## config.mk

```make
export PLATFORM = sky130hd
export DESIGN_NAME = note_scheduler_flat
export DESIGN_NICKNAME = d
export VERILOG_FILES = /design/src/rtl/note_scheduler_pkg.sv /design/src/rtl/note_scheduler_if.sv /design/src/rtl/note_scheduler_timer.sv /design/src/rtl/note_scheduler.sv /design/src/flat_wrapper.sv
export SDC_FILE = /design/constraint.sdc
export NUM_CORES = 1
export LEC_CHECK = 0
export CAP_MARGIN = 20
export CELL_PAD_IN_SITES_DETAIL_PLACEMENT = 1
export CELL_PAD_IN_SITES_GLOBAL_PLACEMENT = 1
export CORE_MARGIN = 2
export CORE_UTILIZATION = 45
export DETAILED_ROUTE_END_ITERATION = 12
export GPL_ROUTABILITY_DRIVEN = 0
export PLACE_DENSITY = 0.93
export SETUP_SLACK_MARGIN = 0.05
export SLEW_MARGIN = 5
export SYNTH_ARGS = -nofsm -noshare
export SYNTH_HDL_FRONTEND = slang
export SYNTH_SLANG_ARGS = --single-unit
```

## constraint.sdc

```tcl
create_clock -name clk -period 3.6 [get_ports clk]
set_input_delay 0.36 -clock clk [delete_from_list [all_inputs] [get_ports clk]]
set_output_delay 0.36 -clock clk [all_outputs]
set_load 0.05 [all_outputs]
```

## src/rtl/note_scheduler_pkg.sv

```systemverilog
// Shared note-key table, scheduler state encoding and timing helpers.
package note_scheduler_pkg;

  localparam int NUM_KEYS = 12;

  // z s x d c v g b h n j m
  localparam logic [7:0] NOTE_KEYS [NUM_KEYS] = '{
    8'h7A, 8'h73, 8'h78, 8'h64, 8'h63, 8'h76,
    8'h67, 8'h62, 8'h68, 8'h6E, 8'h6A, 8'h6D
  };

  typedef enum logic [2:0] {
    ST_IDLE,
    ST_FETCH,
    ST_FETCH_WAIT,
    ST_PLAY,
    ST_GAP
  } state_t;

  function automatic logic is_note_key(input logic [7:0] code);
    logic hit;
    hit = 1'b0;
    for (int i = 0; i < NUM_KEYS; i++) begin
      hit = hit | (code == NOTE_KEYS[i]);
    end
    return hit;
  endfunction

  function automatic int unsigned ms_to_cycles(input int unsigned frq, input int unsigned ms);
    return (frq / 1000) * ms;
  endfunction

endpackage

```

## src/rtl/note_scheduler_if.sv

```systemverilog
// Key, sequence-ROM and note-output signals between the scheduler and its neighbours.
interface note_scheduler_if #(
  parameter int unsigned C_SEQ_LEN = 16
);
  localparam int ADDR_W = $clog2(C_SEQ_LEN);

  logic [7:0]        inKey;
  logic              inKeyValid;
  logic              inSeqEn;
  logic [ADDR_W-1:0] outSeqAddr;
  logic [7:0]        inSeqData;
  logic [7:0]        outNote;
  logic              outNoteOn;
  logic              outSrc;

  modport master (
    output inKey, inKeyValid, inSeqEn, inSeqData,
    input  outSeqAddr, outNote, outNoteOn, outSrc
  );

  modport slave (
    input  inKey, inKeyValid, inSeqEn, inSeqData,
    output outSeqAddr, outNote, outNoteOn, outSrc
  );
endinterface

```

## src/rtl/note_scheduler_timer.sv

```systemverilog
// Loadable down-counter; done_o is high during the last cycle of a loaded interval.
module note_scheduler_timer #(
  parameter int W = 8
) (
  input  logic         clk,
  input  logic         rstb,
  input  logic         load_i,
  input  logic [W-1:0] load_val_i,
  output logic         done_o
);

  logic [W-1:0] cnt_q, cnt_d;

  always_comb begin
    cnt_d = cnt_q;
    if (load_i) begin
      cnt_d = load_val_i;
    end else if (cnt_q != '0) begin
      cnt_d = cnt_q - 1'b1;
    end
  end

  always_ff @(posedge clk or negedge rstb) begin
    if (!rstb) begin
      cnt_q <= '0;
    end else begin
      cnt_q <= cnt_d;
    end
  end

  assign done_o = (cnt_q == W'(1));

endmodule

```

## src/rtl/note_scheduler.sv

```systemverilog
// Chooses the sounding note: live key presses pre-empt a looping demo sequence
// fetched from an external ROM, with fixed hold and gap timing.
module note_scheduler
  import note_scheduler_pkg::*;
#(
  parameter int unsigned C_CLK_FRQ = 100000000,
  parameter int unsigned C_HOLD_MS = 250,
  parameter int unsigned C_GAP_MS  = 20,
  parameter int unsigned C_SEQ_LEN = 16
) (
  input  logic            clk,
  input  logic            rstb,
  note_scheduler_if.slave bus
);

  localparam int unsigned HOLD_CYC = ms_to_cycles(C_CLK_FRQ, C_HOLD_MS);
  localparam int unsigned GAP_CYC  = ms_to_cycles(C_CLK_FRQ, C_GAP_MS);
  localparam int unsigned MAX_CYC  = (HOLD_CYC > GAP_CYC) ? HOLD_CYC : GAP_CYC;
  // One extra value of headroom so a load that is an exact power of two still fits.
  localparam int          TMR_W    = $clog2(MAX_CYC + 1);
  localparam int          ADDR_W   = $clog2(C_SEQ_LEN);
  localparam logic [TMR_W-1:0] HOLD_LD = TMR_W'(HOLD_CYC);
  localparam logic [TMR_W-1:0] GAP_LD  = TMR_W'(GAP_CYC);

  state_t            state_q, state_d;
  logic [7:0]        note_q, note_d;
  logic              on_q, on_d;
  logic              src_q, src_d;
  logic [ADDR_W-1:0] addr_q, addr_d;

  logic              tmr_load;
  logic [TMR_W-1:0]  tmr_val;
  logic              tmr_done;

  logic [NUM_KEYS-1:0] key_match;
  logic [NUM_KEYS-1:0] rom_match;
  logic                key_hit;
  logic                rom_note;

  genvar gi;
  generate
    for (gi = 0; gi < NUM_KEYS; gi++) begin : g_match
      assign key_match[gi] = (bus.inKey == NOTE_KEYS[gi]);
      assign rom_match[gi] = (bus.inSeqData == NOTE_KEYS[gi]);
    end
  endgenerate

  assign key_hit  = bus.inKeyValid & (|key_match);
  assign rom_note = |rom_match;

  note_scheduler_timer #(
    .W (TMR_W)
  ) u_timer (
    .clk        (clk),
    .rstb       (rstb),
    .load_i     (tmr_load),
    .load_val_i (tmr_val),
    .done_o     (tmr_done)
  );

  always_ff @(posedge clk or negedge rstb) begin
    if (!rstb) begin
      state_q <= ST_IDLE;
      note_q  <= 8'h00;
      on_q    <= 1'b0;
      src_q   <= 1'b0;
      addr_q  <= '0;
    end else begin
      state_q <= state_d;
      note_q  <= note_d;
      on_q    <= on_d;
      src_q   <= src_d;
      addr_q  <= addr_d;
    end
  end

  // A valid live key overrides every state, including a pending ROM fetch.
  always_comb begin
    state_d = state_q;
    if (key_hit) begin
      state_d = ST_PLAY;
    end else begin
      case (state_q)
        ST_IDLE:       if (bus.inSeqEn) state_d = ST_FETCH;
        ST_FETCH:      state_d = ST_FETCH_WAIT;
        ST_FETCH_WAIT: state_d = ST_PLAY;
        ST_PLAY:       if (tmr_done) state_d = ST_GAP;
        ST_GAP:        if (tmr_done) state_d = bus.inSeqEn ? ST_FETCH : ST_IDLE;
        default:       state_d = ST_IDLE;
      endcase
    end
  end

  always_comb begin
    note_d   = note_q;
    on_d     = on_q;
    src_d    = src_q;
    addr_d   = addr_q;
    tmr_load = 1'b0;
    tmr_val  = HOLD_LD;

    if (state_q == ST_IDLE && !bus.inSeqEn) begin
      addr_d = '0;
    end

    if (key_hit) begin
      note_d   = bus.inKey;
      on_d     = 1'b1;
      src_d    = 1'b0;
      tmr_load = 1'b1;
    end else begin
      case (state_q)
        ST_IDLE: on_d = 1'b0;
        ST_FETCH_WAIT: begin
          // Zero or any non-note code is a rest: keep the last note, gate off.
          src_d    = 1'b1;
          tmr_load = 1'b1;
          if (rom_note) begin
            note_d = bus.inSeqData;
            on_d   = 1'b1;
          end else begin
            on_d   = 1'b0;
          end
        end
        ST_PLAY: begin
          if (tmr_done) begin
            tmr_load = 1'b1;
            tmr_val  = GAP_LD;
            on_d     = 1'b0;
          end
        end
        ST_GAP: begin
          // A live note resumes at the current address; only a sequence note advances it.
          if (tmr_done) begin
            if (bus.inSeqEn && src_q) begin
              addr_d = addr_q + 1'b1;
            end else if (!bus.inSeqEn) begin
              addr_d = '0;
            end
          end
        end
        default: ;
      endcase
    end
  end

  assign bus.outNote    = note_q;
  assign bus.outNoteOn  = on_q;
  assign bus.outSrc     = src_q;
  assign bus.outSeqAddr = addr_q;

endmodule

```

## src/flat_wrapper.sv

```systemverilog
// flat-port wrapper written by rule: the top's interface ports become plain ports
module note_scheduler_flat import note_scheduler_pkg::*;
#(
  parameter int unsigned C_CLK_FRQ = 100000000,
  parameter int unsigned C_HOLD_MS = 250,
  parameter int unsigned C_GAP_MS  = 20,
  parameter int unsigned C_SEQ_LEN = 16
)
  (clk, rstb, bus_inKey, bus_inKeyValid, bus_inSeqEn, bus_inSeqData, bus_outSeqAddr, bus_outNote, bus_outNoteOn, bus_outSrc);
  note_scheduler_if #(.C_SEQ_LEN(C_SEQ_LEN)) bus_i ();
  input  logic clk;
  input  logic rstb;
  input wire logic [$bits(bus_i.inKey)-1:0] bus_inKey;
  input wire logic [$bits(bus_i.inKeyValid)-1:0] bus_inKeyValid;
  input wire logic [$bits(bus_i.inSeqEn)-1:0] bus_inSeqEn;
  input wire logic [$bits(bus_i.inSeqData)-1:0] bus_inSeqData;
  output wire logic [$bits(bus_i.outSeqAddr)-1:0] bus_outSeqAddr;
  output wire logic [$bits(bus_i.outNote)-1:0] bus_outNote;
  output wire logic [$bits(bus_i.outNoteOn)-1:0] bus_outNoteOn;
  output wire logic [$bits(bus_i.outSrc)-1:0] bus_outSrc;
  assign bus_i.inKey = bus_inKey;
  assign bus_i.inKeyValid = bus_inKeyValid;
  assign bus_i.inSeqEn = bus_inSeqEn;
  assign bus_i.inSeqData = bus_inSeqData;
  assign bus_outSeqAddr = bus_i.outSeqAddr;
  assign bus_outNote = bus_i.outNote;
  assign bus_outNoteOn = bus_i.outNoteOn;
  assign bus_outSrc = bus_i.outSrc;
  note_scheduler #(.C_CLK_FRQ(C_CLK_FRQ), .C_HOLD_MS(C_HOLD_MS), .C_GAP_MS(C_GAP_MS), .C_SEQ_LEN(C_SEQ_LEN)) u_core (.clk(clk), .rstb(rstb), .bus(bus_i));
endmodule
```

==> results of run 1 <==
final timing paths:
path,startpoint,endpoint,slack (ns),cells past startpoint
max in group asynchronous,rstb,u_core.u_timer.cnt_q[21],2.81,1
min,rstb,u_core.u_timer.cnt_q[7],0.20,1
min reg2reg,u_core.bus.outNote[6],u_core.bus.outNote[6],0.49,1
max,u_core.u_timer.cnt_q[2],u_core.u_timer.cnt_q[11],1.08,7
min in group clk,u_core.bus.outNote[6],u_core.bus.outNote[6],0.49,1
max reg2reg,u_core.u_timer.cnt_q[2],u_core.u_timer.cnt_q[11],1.08,7
cells by family (layout without fill, tap and decap cells):
| kind of cell | Yosys count | after routing | synth area share, % |
|---|---|---|---|
| simple gates | 126 | 126 | 30.72 |
| compound gates | 54 | 54 | 13.14 |
| flops | 42 | 42 | 42.30 |
| xor+xnor | 23 | 23 | 8.107 |
| buf+inv | 10 | 51 | 1.712 |
| mux | 5 | 5 | 2.014 |
| fa+ha+maj | 4 | 4 | 2.014 |
per-layer routing:
layer  track usage, %  wire length, µm  up-vias
li1                 -                -     1028
met1            28.94             2868     1070
met2            41.29             3485       45
met3            5.172              263       12
met4            8.070              119        0
met5                0                0        -
per-stage QoR:
step / area (µm²) / worst slack (ns) / std cells / power [W]
6_report: 3020 / 1.078 / 377 / 0.001712
5_1_grt: 3020 / 0.9047 / 377 / 0.001824
4_1_cts: 3020 / 1.069 / 377 / 0.001727
3_5_place_dp: 2914 / 0.8423 / 369 / 0.001349
3_3_place_gp: 2914 / 1.030 / 369 / 0.001310
2_1_floorplan: 2485 / 1.504 / 264 / 0.001142
registers in the layout (all words and copies together) (netlist names):
signal / count
u_core.state_q: 3
u_core.bus.outSeqAddr: 4
u_core.bus.outNoteOn: 1
u_core.u_timer.cnt_q: 25
u_core.bus.outNote: 8
u_core.bus.outSrc: 1
critical path, cell delays in order (launching register included):
cell      delay (ns)
dfrtp_1         0.46
or3_1           0.46
nor4_1          0.44
a31oi_1         0.20
o22ai_2         0.39
buf_4           0.26
nand2b_1        0.12
a21oi_1         0.06
Yosys cell counts (2+ instances only):
master / instances
o21ai_1: 3
o211ai_1: 4
o21ai_0: 11
nor4_1: 6
or4_4: 3
a31oi_1: 2
a21oi_1: 20
or4_1: 3
ha_1: 4
dfrtp_1: 42
clkbuf_1: 3
and3_1: 3
nor3_1: 6
xnor2_1: 13
a21boi_0: 2
or2_2: 3
xor2_1: 10
a21o_1: 6
and4b_1: 2
mux2i_1: 5
nand2_1: 21
nor2_1: 27
nand3b_1: 2
nand2b_1: 16
nand4_1: 4
inv_1: 5
nand4b_1: 3
or3_1: 7
nand3_1: 7
nor4_4: 3
layout make-up:
type | instances | area, µm² | area share, %
clock buffers | 7 | 76.32 | 2.527
multi-input cells | 212 | 1391 | 46.06
well taps | 72 | 90.09 | 2.983
flip-flops and latches | 42 | 1051 | 34.80
repair buffers | 38 | 362.8 | 12.01
clock inverters | 1 | 30.03 | 0.9942
inverters | 5 | 18.77 | 0.6214
cell usage in the layout, fill, tap and decap left out, types with 4 or more instances in the layout:
master,Yosys,routed
a21o_1,6,6
a21oi_1,20,20
buf_4,1,5
clkbuf_8,0,5
clkdlybuf4s50_1,0,32
dfrtp_1,42,42
ha_1,4,4
inv_1,5,5
mux2i_1,5,5
nand2_1,21,21
nand2b_1,16,16
nand3_1,7,7
nand4_1,4,4
nor2_1,27,27
nor3_1,6,6
nor4_1,6,6
o211ai_1,4,4
o21ai_0,11,11
or3_1,7,7
xnor2_1,13,13
xor2_1,10,10
power groups by stage:
stage | sequential (W) | clock, W | combinational (W)
after floorplan | 0.000823 | 0 | 0.000319
after global placement | 0.000748 | 0 | 0.000561
after detailed placement | 0.000757 | 0 | 0.000592
after CTS | 0.000752 | 0.000380 | 0.000596
after global routing | 0.000774 | 0.000401 | 0.000649
final | 0.000755 | 0.000369 | 0.000588
==> summary.txt, run 1 <==
GRT
  – Number of global-route vias before repair: about 2400
  – Largest net degree at the start of global routing: between 40 and 50
  – GRT Residual Overflow: 0
  – First-pass GRT wire length: roughly 11000 µm
  – Gr usage total: a little under a quarter
  – Initial antenna violation count: 0

Floorplan
  – Die Footprint: 6132 µm²
  – Die Ht: ~78 µm
  – Initial core utilization: between 40% and 50%
  – Die width: 78.31 µm
  – Core ar.: approximately 5400 µm²
  – IO Pins: 34
  – Rows: 27

Clock network
  – Cts hold-fix bufs: 0
  – H-Tree Depth: 2
  – Clk Latency, worst-skew pair: 0.30 ns
  – Sink Count: 42
  – Clock buffer count from CTS: 5
  – CTS tree: built
  – Post-cts sizing count: 0
  – Post-CTS setup buffers: 0
  – Root Driver: clkbuf_8
  – Max clock buf depth: 2
  – Clock transition at path regs: 0.08 ns

Power
  – Pwr Density: 566.9 nW/µm²
  – Seq pwr share: between 40% and 50%
  – Psw: ~0.00065 W
  – Switching share of power: approximately two fifths
  – Clk network pwr share: between 20% and 30%
  – Internal power: ~0.0011 W
  – Comb power frac: about a third
  – Pleak: between 1 and 1.5 nW
  – VDD IR-drop max: between 0.0002 and 0.0003 V

Final layout
  – # diodes: 0
  – NumNets Final: between 300 and 400
  – Fraction of final layout cells sized beyond drive strength 1: under 10%
  – Filler cell count: between 600 and 700
  – Syn-to-layout area delta: 21.55%
  – Post-layout util: between 50 and 60%

Outcome
  – Status: finished, final reports clean

Placement
  – Detailed Place HPWL: between 5000 and 6000 µm
  – I/O Buffers: 33

Worst hold path
  – Tightest Hold Check Type: primary input to async pin

Yosys
  – Synth top area cells: dfrtp_1, xnor2_1, nor2_1
  – Async S/R FF share, synth: 100.0%
  – Mean post-synth cell area: about 9.4 µm²
  – Syn Inst Count: 264
  – Yosys cell types: 48
  – Post-synth EDFFs: 0
  – Top cell type's share of synthesized area: between 40% and 50%
  – Synth area leader: dfrtp_1
  – Ys Warns: 0
  – Primary FF master, synth: dfrtp_1
  – Register area share after synthesis: between 40% and 50%
  – Syn Nets: 288
  – Mapped Area: 2485 µm²
  – #FFs+latches synth: between 40 and 50

Setup path
  – CP Max Fanout: 11
  – Crit end category: flip-flop
  – CP Launch Type: flip-flop
  – Crit path kind: flip-flop to flip-flop
  – Critical path required time: about 3.8 ns
  – WP data arrival: between 2 and 3 ns

STA
  – Final setup fails: 0
  – Max-slew violation count: 0
  – Fin. Hold Viols: 0
  – Maximum clock rate: just under 400 MHz
  – Tcrit/Tclk final: a little over two thirds
  – RSZ-0062 raised after global routing: no
  – Post-route setup TNS: 0 ns
  – Worst Skew: 0.01098 ns
  – Slew HR: between 30 and 40%
  – Worst Tran Pin Value: 0.9436 ns
  – Tmin final: around 2.5 ns
  – Worst hold margin: around 0.20 ns

Detailed routing
  – Avg WL per Cell: between 15 and 20 µm
  – Number of DRC markers in iteration 0: 95
  – Routed Antenna Nets: 0
  – Vias: between 2000 and 2500
  – Vias per cell: around 5.7
  – # DRC: 0
  – DRT Wirelength: about 6700 µm
  – Drt first pass iters: 4

Flow run
  – Max-Cap Viols: 0
(Power assumes the default switching activity.)
==> run 2, diff against run 1 <==
--- a/config.mk
+++ b/config.mk
@@ -9,10 +9,10 @@
 export CELL_PAD_IN_SITES_DETAIL_PLACEMENT = 1
 export CELL_PAD_IN_SITES_GLOBAL_PLACEMENT = 1
 export CORE_MARGIN = 2
-export CORE_UTILIZATION = 45
+export CORE_UTILIZATION = 42
 export DETAILED_ROUTE_END_ITERATION = 12
 export GPL_ROUTABILITY_DRIVEN = 0
-export PLACE_DENSITY = 0.93
+export PLACE_DENSITY = 0.89
 export SETUP_SLACK_MARGIN = 0.05
 export SLEW_MARGIN = 5
 export SYNTH_ARGS = -nofsm -noshare
==> constraint.sdc (replaced) <==
create_clock -name clk -period 2.4 [get_ports clk]
set_input_delay 0.24 -clock clk [delete_from_list [all_inputs] [get_ports clk]]
set_output_delay 0.24 -clock clk [all_outputs]
set_load 0.05 [all_outputs]
==> summary.txt, run 2 (synthesis gave the netlist of run 1 again) <==
Power
  – Comb power frac: 38.7% (was 34.4%)
  – Psw: 0.001057 W (was 0.0006540 W)
  – Clk network pwr share: 20.7% (was 21.5%)
  – Seq pwr share: 40.5% (was 44.1%)
  – Pwr Density: 859.2 nW/µm² (was 566.9 nW/µm²)
  – Internal power: 0.001710 W (was 0.001058 W)
  – VDD IR-drop max: 0.0006440 V (was 0.0002912 V)
  – Pleak: 1.315 nW (was 1.183 nW)
  – Switching share of power: 38.20% (about the same)

Final layout
  – NumNets Final: 350 (was 328)
  – Max FFs per register: 25 (unchanged)
  – # diodes: 0 (unchanged)
  – Largest Register: u_core.u_timer.cnt_q (unchanged)
  – Post-layout util: 55.38% (was 55.88%)
  – Commonest non-fill, non-tap cell in the layout: dfrtp_1 (unchanged)
  – Syn-to-layout area delta: 29.61% (was 21.55%)
  – Fraction of final layout cells sized beyond drive strength 1: 16.56% (was 9.180%)
  – Most frequent cells in the layout: dfrtp_1, clkdlybuf4s50_1, nor2_1, buf_4, nand2_1 (was dfrtp_1, clkdlybuf4s50_1, nor2_1, nand2_1, a21oi_1)
  – Filler cell count: 685 (was 620)

Outcome
  – Status: finished, final reports clean (unchanged)

GRT
  – Gr usage total: 22.66% (was 23.66%)
  – First-pass GRT wire length: 11340 µm (was 11450 µm)
  – GRT Residual Overflow: 0 (unchanged)
  – Largest net degree at the start of global routing: 43 (unchanged)
  – Number of global-route vias before repair: 2370 (was 2385)
  – Initial antenna violation count: 0 (unchanged)

Floorplan
  – Die Ht: 80.92 µm (was 78.31 µm)
  – Initial core utilization: 42.73% (was 45.97%)
  – Core ar.: 5816 µm² (was 5405 µm²)
  – Die Footprint: 6548 µm² (was 6132 µm²)
  – IO Pins: 34 (unchanged)
  – Rows: 28 (was 27)
  – Die width: 80.92 µm (was 78.31 µm)

Detailed routing
  – # DRC: 0 (unchanged)
  – Routed Antenna Nets: 0 (unchanged)
  – Avg WL per Cell: 18.13 µm (was 17.87 µm)
  – Number of DRC markers in iteration 0: 95 (unchanged)
  – Drt first pass iters: 4 (unchanged)
  – Vias: 2295 (was 2155)
  – DRT Wirelength: 7269 µm (was 6737 µm)
  – Vias per cell: 5.723 (was 5.716)

Clock network
  – H-Tree Depth: 2 (unchanged)
  – Clock buffer count from CTS: 5 (unchanged)
  – Max clock buf depth: 2 (unchanged)
  – Clk Latency, worst-skew pair: 0.29 ns (was 0.30 ns)
  – Clock transition at path regs: 0.08 ns (about the same)
  – Sink Count: 42 (unchanged)
  – Root Driver: clkbuf_8 (unchanged)
  – CTS tree: built (unchanged)

STA
  – Worst Skew: 0.005132 ns (was 0.01098 ns)
  – Fin. Hold Viols: 0 (unchanged)
  – Worst Tran Pin Value: 0.9467 ns (was 0.9436 ns)
  – Tcrit/Tclk final: 95.64% (was 70.05%)
  – Final setup fails: 0 (unchanged)
  – RSZ-0062 raised after global routing: yes (was no)
  – Maximum clock rate: 435.7 MHz (was 396.6 MHz)
  – Tmin final: 2.295 ns (was 2.522 ns)
  – Post-route setup TNS: 0 ns (unchanged)
  – Max-slew violation count: 0 (unchanged)
  – Worst setup margin: 0.1047 ns (was 1.078 ns)
  – Slew HR: 36.89% (was 37.09%)

Setup path
  – Crit end category: flip-flop (unchanged)
  – Largest stage delay, worst path: 0.59 ns (was 0.46 ns)
  – R2R depth: 6 (was 7)
  – WP data arrival: 2.51 ns (was 2.69 ns)
  – CP Max Fanout: 4 (was 11)
  – R2r startpoint: u_core.u_timer.cnt_q[19] (was u_core.u_timer.cnt_q[2])
  – Critical path required time: 2.61 ns (was 3.77 ns)
  – Crit path kind: flip-flop to flip-flop (unchanged)
  – Slowest CP cell: or4_4 (was dfrtp_1)
  – RR Endpoint: u_core.u_timer.cnt_q[7] (was u_core.u_timer.cnt_q[11])
  – CP Launch Type: flip-flop (unchanged)
  – Buf/Inv on CP: 0 (was 1)
  – Crit-path cells: or4_4, nor4_4, nand4_1, or3_4, or2_4, a21oi_1 (was or3_1, nor4_1, a31oi_1, o22ai_2, buf_4, nand2b_1, a21oi_1)
  – R2R Setup Slk: 0.10 ns (was 1.08 ns)
  – CP delay by family, top: simple AND/OR/NAND/NOR gates (unchanged)

Placement
  – Setup WS pre-CTS: -0.05425 ns (was 0.8423 ns)
  – Detailed Place HPWL: 5207 µm (was 5005 µm)
  – I/O Buffers: 33 (unchanged)

Worst hold path
  – Tightest Hold Check Type: primary input to async pin (unchanged)

Flow run
  – Max-Cap Viols: 0 (unchanged)
==> run 2: worst max-delay path by stage <==
stage / endpoint / startpoint / cells past startpoint
finish: u_core.u_timer.cnt_q[7] / u_core.u_timer.cnt_q[19] / 6
global route: u_core.u_timer.cnt_q[10] / u_core.u_timer.cnt_q[20] / 6
CTS: u_core.u_timer.cnt_q[7] / u_core.u_timer.cnt_q[8] / 6
global placement: u_core.bus.outNote[7] / bus_inKey[3] / 8
floorplan: u_core.u_timer.cnt_q[17] / u_core.u_timer.cnt_q[20] / 6
detailed placement: u_core.bus.outNote[7] / bus_inKey[3] / 8
==> run 2: power groups by stage <==
stage	Combinational (W)	Sequential [W]	Clock, W
6_report	0.00107	0.00112	0.000574
5_1_grt	0.00117	0.00115	0.000604
4_1_cts	0.000974	0.00111	0.000580
3_5_place_dp	0.000959	0.00113	0
3_3_place_gp	0.000907	0.00111	0
2_1_floorplan	0.000478	0.00124	0
==> run 2: routing by layer <==
layer	part of all wire, %	wire length (µm)	up-vias	GRT usage, %
li1	-	-	1070	-
met1	43	3100	1152	28.14
met3	4.5	324	11	3.778
met2	52	3744	62	39.50
met4	1.4	99	0	8.475
met5	0	0	-	0
==> run 2: metrics by stage <==
stage | hold slack (ns) | cells | cell area, µm² | power (W)
finish | 0.08942 | 401 | 3221 | 0.002767
global route | 0.1746 | 401 | 3221 | 0.002918
CTS | 0.1261 | 393 | 3142 | 0.002669
detailed placement | 0.4437 | 386 | 3023 | 0.002084
global placement | 0.4256 | 386 | 3023 | 0.002013
floorplan | -0.05559 | 264 | 2485 | 0.001713
==> run 2: worst reg2reg max path, cell delays in order, from the launching register on <==
cell and delay [ns]:
dfrtp_1 0.42, or4_4 0.59, nor4_4 0.22, nand4_1 0.17, or3_4 0.40, or2_4 0.26
a21oi_1 0.16
==> run 2: layout make-up <==
cell class | count | area (µm²) | area share (%)
multi-input cells | 212 | 1416 | 43.98
repair buffers | 60 | 528.0 | 16.39
flip-flops and latches | 42 | 1051 | 32.63
well taps | 75 | 93.84 | 2.914
clock inverters | 1 | 30.03 | 0.9324
inverters | 5 | 18.77 | 0.5828
clock buffers | 6 | 82.58 | 2.564
==> run 2: repair_timing <==
| action | in CTS | in global routing |
|---|---|---|
| setup buffers | 0 | 8 |
| gates resized for setup | 1 | 3 |
| hold buffers | 0 | 0 |
| setup endpoints to repair | 13 | 14 |
| pin swaps | 0 | 2 |
